File: src/rtl/serial_adder_ctrl_pkg.sv
// serial_adder_ctrl_pkg: shared state encoding and counter sizing for the bit-serial adder
package serial_adder_ctrl_pkg;

  typedef enum logic [1:0] {
    IDLE = 2'd0,
    RUN  = 2'd1,
    DONE = 2'd2
  } state_e;

  // One extra bit over the index width so the counter can represent WIDTH itself.
  function automatic int cnt_width(input int width);
    return $clog2(width) + 1;
  endfunction

endpackage

File: src/rtl/serial_adder_ctrl_full_adder.sv
// serial_adder_ctrl_full_adder: the single 1-bit full-adder slice shared across all operand bits
module serial_adder_ctrl_full_adder (
  input  logic a,
  input  logic b,
  input  logic ci,
  output logic s,
  output logic co
);

  assign s  = a ^ b ^ ci;
  assign co = (a & b) | (ci & (a ^ b));

endmodule

File: src/rtl/serial_adder_ctrl.sv
// serial_adder_ctrl: LSB-first bit-serial adder with start/ready/done handshake
module serial_adder_ctrl
  import serial_adder_ctrl_pkg::*;
#(
  parameter int WIDTH = 8
) (
  input  logic             clk,
  input  logic             rst_n,
  input  logic             start,
  input  logic [WIDTH-1:0] A,
  input  logic [WIDTH-1:0] B,
  input  logic             Cin,
  output logic             ready,
  output logic             busy,
  output logic             done,
  output logic [WIDTH-1:0] S,
  output logic             Cout,
  output logic             V
);

  localparam int            CW   = cnt_width(WIDTH);
  localparam logic [CW-1:0] LAST = CW'(WIDTH - 1);
  localparam logic [CW-1:0] PEN  = CW'((WIDTH > 1) ? WIDTH - 2 : 0);

  state_e           state_q, state_d;
  logic [WIDTH-1:0] opa_q, opa_d;
  logic [WIDTH-1:0] opb_q, opb_d;
  logic [WIDTH-1:0] res_q, res_d;
  logic [WIDTH-1:0] s_q, s_d;
  logic [CW-1:0]    cnt_q, cnt_d;
  logic             c_q, c_d;
  logic             cmsb_q, cmsb_d;
  logic             cout_q, cout_d;
  logic             v_q, v_d;
  logic             sum_bit, carry_out, last_bit, accept;
  logic [WIDTH-1:0] res_next;

  serial_adder_ctrl_full_adder u_full_adder (
    .a  (opa_q[0]),
    .b  (opb_q[0]),
    .ci (c_q),
    .s  (sum_bit),
    .co (carry_out)
  );

  assign last_bit = (cnt_q == LAST);
  assign accept   = (state_q == IDLE) && start;
  // Sum bits enter at the MSB so after WIDTH shifts bit 0 sits at the LSB; the
  // concat-then-shift form also covers the WIDTH=1 case without a special slice.
  assign res_next = WIDTH'({sum_bit, res_q} >> 1);

  // State register: reset aborts any operation in flight.
  always_ff @(posedge clk or negedge rst_n) begin
    if (!rst_n) state_q <= IDLE;
    else        state_q <= state_d;
  end

  // Next state: IDLE waits for start, RUN walks WIDTH bits, DONE lasts one cycle.
  always_comb begin
    state_d = (state_q == IDLE) ? (start ? RUN : IDLE) :
              (state_q == RUN)  ? (last_bit ? DONE : RUN) :
                                  IDLE;
  end

  // Handshake outputs decode the state; results come straight from the holding flops.
  always_comb begin
    ready = (state_q == IDLE);
    busy  = (state_q == RUN);
    done  = (state_q == DONE);
    S     = s_q;
    Cout  = cout_q;
    V     = v_q;
  end

  // Datapath next values: load on accept, shift one bit per RUN cycle, publish on the last bit.
  always_comb begin
    opa_d  = opa_q;
    opb_d  = opb_q;
    res_d  = res_q;
    c_d    = c_q;
    cmsb_d = cmsb_q;
    cnt_d  = cnt_q;
    s_d    = s_q;
    cout_d = cout_q;
    v_d    = v_q;
    if (accept) begin
      opa_d  = A;
      opb_d  = B;
      c_d    = Cin;
      cmsb_d = Cin;
      cnt_d  = '0;
    end else if (state_q == RUN) begin
      opa_d  = opa_q >> 1;
      opb_d  = opb_q >> 1;
      res_d  = res_next;
      c_d    = carry_out;
      cnt_d  = cnt_q + CW'(1);
      cmsb_d = (WIDTH > 1 && cnt_q == PEN) ? carry_out : cmsb_q;
      if (last_bit) begin
        s_d    = res_next;
        cout_d = carry_out;
        v_d    = cmsb_q ^ carry_out;
      end
    end
  end

  // Datapath registers, all cleared by reset.
  always_ff @(posedge clk or negedge rst_n) begin
    if (!rst_n) begin
      opa_q  <= '0;
      opb_q  <= '0;
      res_q  <= '0;
      c_q    <= 1'b0;
      cmsb_q <= 1'b0;
      cnt_q  <= '0;
      s_q    <= '0;
      cout_q <= 1'b0;
      v_q    <= 1'b0;
    end else begin
      opa_q  <= opa_d;
      opb_q  <= opb_d;
      res_q  <= res_d;
      c_q    <= c_d;
      cmsb_q <= cmsb_d;
      cnt_q  <= cnt_d;
      s_q    <= s_d;
      cout_q <= cout_d;
      v_q    <= v_d;
    end
  end

endmodule

File: config.mk
export PLATFORM = sky130hd
export DESIGN_NAME = serial_adder_ctrl
export DESIGN_NICKNAME = d
export VERILOG_FILES = /design/src/rtl/serial_adder_ctrl_pkg.sv /design/src/rtl/serial_adder_ctrl_full_adder.sv /design/src/rtl/serial_adder_ctrl.sv
export SDC_FILE = /design/constraint.sdc
export NUM_CORES = 1
export LEC_CHECK = 0
export BUFFER_PORTS_ARGS = -buffer_cell sky130_fd_sc_hd__buf_2
export CAP_MARGIN = 20
export CORE_AREA = 3 3 62 64
export CTS_CLUSTER_SIZE = 16
export DETAILED_ROUTE_END_ITERATION = 8
export DIE_AREA = 0 0 65 67
export GPL_ROUTABILITY_DRIVEN = 1
export GPL_TIMING_DRIVEN = 1
export HOLD_SLACK_MARGIN = 0.1
export PLACE_DENSITY = 0.87
export SLEW_MARGIN = 30
export SYNTH_ARGS = -nofsm -noshare
export SYNTH_HDL_FRONTEND = slang
export SYNTH_HIERARCHICAL = 1
export SYNTH_SLANG_ARGS = --single-unit
export TNS_END_PERCENT = 1
File: constraint.sdc
create_clock -name clk -period 2.2 [get_ports clk]
set_input_delay 0.22 -clock clk [delete_from_list [all_inputs] [get_ports clk]]
set_output_delay 0.22 -clock clk [all_outputs]
set_load 0.1 [all_outputs]
==> run summary <==
• **async set-or-reset flop fraction in the synthesized netlist** 1.000
• **clock tree from TritonCTS** built
• **Final min period** 1.944 ns
• **final-layout setup total negative slack** 0 ns
• **unrepaired setup endpoints after global routing** false
• **WP data arrival** 1.72 ns
• **antenna violations before repair** 0
• **worst slack after detailed placement** 0.4602 ns
• **number of different library cells in the post-synthesis netlist** 29
• **sum of buffers and inverters on the critical path** 2
• **gr usage total** 0.1631
• **hold slack** 0.1137 ns
• **Worst setup SP type** register
• **slowest stage cell on the critical path** sky130_fd_sc_hd__dfrtp_1
• **biggest fanout along the worst timing path** 25
• **end-of-flow core utilization** 0.6524
• **via density per instance** 4.929
• **critical path, cell by cell** nand2b_1, inv_4, buf_12
• **data required time at the worst endpoint** 1.98 ns
• **transition time of the tightest slew-check pin** 0.6414 ns
• **DRC marker count from the first detailed-route iteration** 69
• **number of vias after detailed routing** 1247
• **clock latency on the worst-skew pair** 0.34 ns
• **cell family with the largest share of critical-path delay** buffers and inverters
• **maximum buffer depth of the clock tree** 2
• **GRT overflow** 0
• **CTS sink cnt** 41
• **num ports** 33
• **Clock transition at path regs** 0.11 ns
• **number of post-CTS setup repair buffers** 0
• **last weighted congestion value of the routability-driven placer** 0.7382
• **RR Endpoint** S[0]
• **ratio of final minimum period to clock period** 0.8835
• **area grow syn2layout** 20.67%
• **number of core rows** 21
• **fraction of post-synthesis cell area in the top cell type by area** 0.5687
• **FF-to-FF setup slack** 0.42 ns
• **PwrDens** 1585 nW/um2
• **Avg Synthesized Cell Area** 11.07 um2
• **depth of the worst register-to-register path** 3
• **setup clock skew after layout** 0.002552 ns
• **maximum clock rate** 514.5 MHz
• **critical path capture point type** primary output
• **fin worst setup slack** 0.2562 ns
• **fraction of layout cells with a size suffix above 1** 0.2754
• **sequential standard cell area** 1026 um2
• **area used by multi-input combinational logic** 706.9 um2
• **delay of the slowest cell on the worst path** 0.47 ns
• **Core ar.** 3337 um2
• **post-synthesis sequential area ratio** 0.5687
• **remaining antenna violation count** 0
• **final wirelength** 3157 um
• **TritonCTS Buffers** 5
• **largest area contributor in the netlist** sky130_fd_sc_hd__dfrtp_1
• **worst vdd rail ir drop** 0.6095 mV
• **endpoints failing setup** 0
• **synthesized netlist net count** 186
• **initial core utilization** 0.5407
• **top_reg_cell synth** sky130_fd_sc_hd__dfrtp_1
• **leakage component of the power** 1.125 nW
• **full die area** 4355 um2
• **height of the die** 67 um
• **result of the run** completed
• **FF+latch count, synth** 41
• **Max-slew headroom** 0.5721
• **source of the worst register-to-register timing path** state_q[1]
• **worst hold endpoint** opa_q[5]
• **number of slew-limit violations in the final report** 0
• **path class of the lowest-slack min-delay path** input pin to register
• **Routed WL per cell** 12.48 um
• **Inserted Diodes** 0
• **Worst Min Path Start** A[5]
• **final net count** 229
• **number of cells on the worst hold path** 3
• **number of failing hold endpoints at the final stage** 0
• **via count of the first global-routing pass** 1206
• **critical path start-end classification** register to primary output
• **DRC** 0
• **filler instances** 258
• **# H-tree levels** 2
• **largest net degree at the start of global routing** 42
• **number of iterations in the first detailed-routing pass** 4
• **yosys synthesis warning count** 6
• **post-detail-place hpwl** 2160 um
• **main area contributors after synthesis** sky130_fd_sc_hd__dfrtp_1 57%, sky130_fd_sc_hd__nand2_1 12%, sky130_fd_sc_hd__mux2_4 7.5%, sky130_fd_sc_hd__a22oi_1 5.8%, sky130_fd_sc_hd__buf_2 1.7%
• **cell area after technology mapping** 1804 um2
• **max-cap violations** 0
• **number of enable-type register cells in the synthesized netlist** 0
• **CTS Root Cell** sky130_fd_sc_hd__clkbuf_4
• **wire length of the first global-routing pass** 5416 um
• **number of port buffers** 32
• **Die Span X** 65 um
• **number of cells produced by synthesis** 163
[cell type report]
type	count	area share
multi-input cells	110	0.3247
inverters	3	0.006322
flip-flops and latches	41	0.4713
well taps	46	0.02644
repair buffers	45	0.1391
clock buffers	7	0.02989
clock inverters	1	0.002299
[routing by layer]
layer | vias up | part of all wire | global-route usage | wire length (um)
met2 | 36 | 0.47 | 0.2644 | 1484
met4 | 0 | 0.0067 | 0.05541 | 21
li1 | 629 | - | - | -
met3 | 4 | 0.051 | 0.04216 | 162
met1 | 578 | 0.47 | 0.2120 | 1488
met5 | - | 0 | 0 | 0
[synthesized netlist by cell type (2+ instances only)]
| library cell | instances |
|---|---|
| sky130_fd_sc_hd__nand2b_1 | 2 |
| sky130_fd_sc_hd__a21oi_1 | 2 |
| sky130_fd_sc_hd__o22ai_1 | 2 |
| sky130_fd_sc_hd__dfrtp_1 | 41 |
| sky130_fd_sc_hd__mux2_4 | 9 |
| sky130_fd_sc_hd__mux2_2 | 2 |
| sky130_fd_sc_hd__a22oi_1 | 14 |
| sky130_fd_sc_hd__nor2_1 | 2 |
| sky130_fd_sc_hd__o21ai_0 | 4 |
| sky130_fd_sc_hd__buf_2 | 6 |
| sky130_fd_sc_hd__inv_1 | 2 |
| sky130_fd_sc_hd__nand2_1 | 57 |
| sky130_fd_sc_hd__nand3b_1 | 2 |
| sky130_fd_sc_hd__ha_1 | 2 |
| sky130_fd_sc_hd__xor2_1 | 2 |
[kinds of logic after synthesis]
family / share of synthesized area
AND/OR/NAND/NOR: 0.1657
flip-flops: 0.5687
AO/OA/AOI/OAI: 0.09223
multiplexers: 0.09917
buffers and inverters: 0.03952
adder cells (fa/ha/maj): 0.02496
XOR/XNOR: 0.009711
[timing repair]
item                                    4_1_cts  5_1_grt
hold endpoints to repair                     51        0
resized for setup                             0        2
endpoints found under the setup margin        0        1
hold buffers                                 11        0
[state kept, by name (all words and copies together), names as in the netlist]
register  flops
Cout          1
S             8
V             1
c_q           1
cmsb_q        1
cnt_q         4
opa_q         8
opb_q         8
res_q         7
state_q       2
[power by group]
group          internal [mW]  leakage, nW  switching (mW)
clock network          0.185       0.0413           0.226
registers               1.07        0.527           0.217
logic                  0.523        0.557            1.23
total                   1.77         1.13            1.68
[how the worst max path moves through the flow]
| stage | from | to | slack [ns] | cells after the start |
|---|---|---|---|---|
| after CTS | state_q[1] | busy | 0.13 | 3 |
| final | state_q[1] | busy | 0.26 | 3 |
| after global routing | state_q[0] | busy | 0.07 | 3 |
| after floorplan | state_q[0] | done | 0.13 | 2 |
| after detailed placement | state_q[1] | S[0] | 0.46 | 3 |
| after global placement | state_q[1] | S[0] | 0.52 | 3 |
[cells in the final DEF, fill, tap and decap left out, types with 3 or more instances in the layout]
| cell | n |
|---|---|
| sky130_fd_sc_hd__mux2_4 | 9 |
| sky130_fd_sc_hd__a22oi_1 | 14 |
| sky130_fd_sc_hd__dlygate4sd3_1 | 11 |
| sky130_fd_sc_hd__buf_2 | 30 |
| sky130_fd_sc_hd__nand2_1 | 57 |
| sky130_fd_sc_hd__buf_4 | 3 |
| sky130_fd_sc_hd__clkbuf_4 | 5 |
| sky130_fd_sc_hd__o21ai_0 | 4 |
| sky130_fd_sc_hd__dfrtp_1 | 41 |
[metrics by stage]
| stage | power (mW) | cells | area (um2) |
|---|---|---|---|
| 3_5_place_dp | 3.048 | 234 | 1992 |
| 4_1_cts | 3.478 | 253 | 2172 |
| 3_3_place_gp | 2.996 | 234 | 1992 |
| 5_1_grt | 3.679 | 253 | 2177 |
| 2_1_floorplan | 2.737 | 163 | 1804 |
| 6_report | 3.450 | 253 | 2177 |
[tightest hold or removal path: stages]
cell and delay [ns]:
sky130_fd_sc_hd__buf_2 0.08, sky130_fd_sc_hd__a22oi_1 0.06, sky130_fd_sc_hd__nand2_1 0.06
Note: power is estimated with default switching activity, not from simulation.
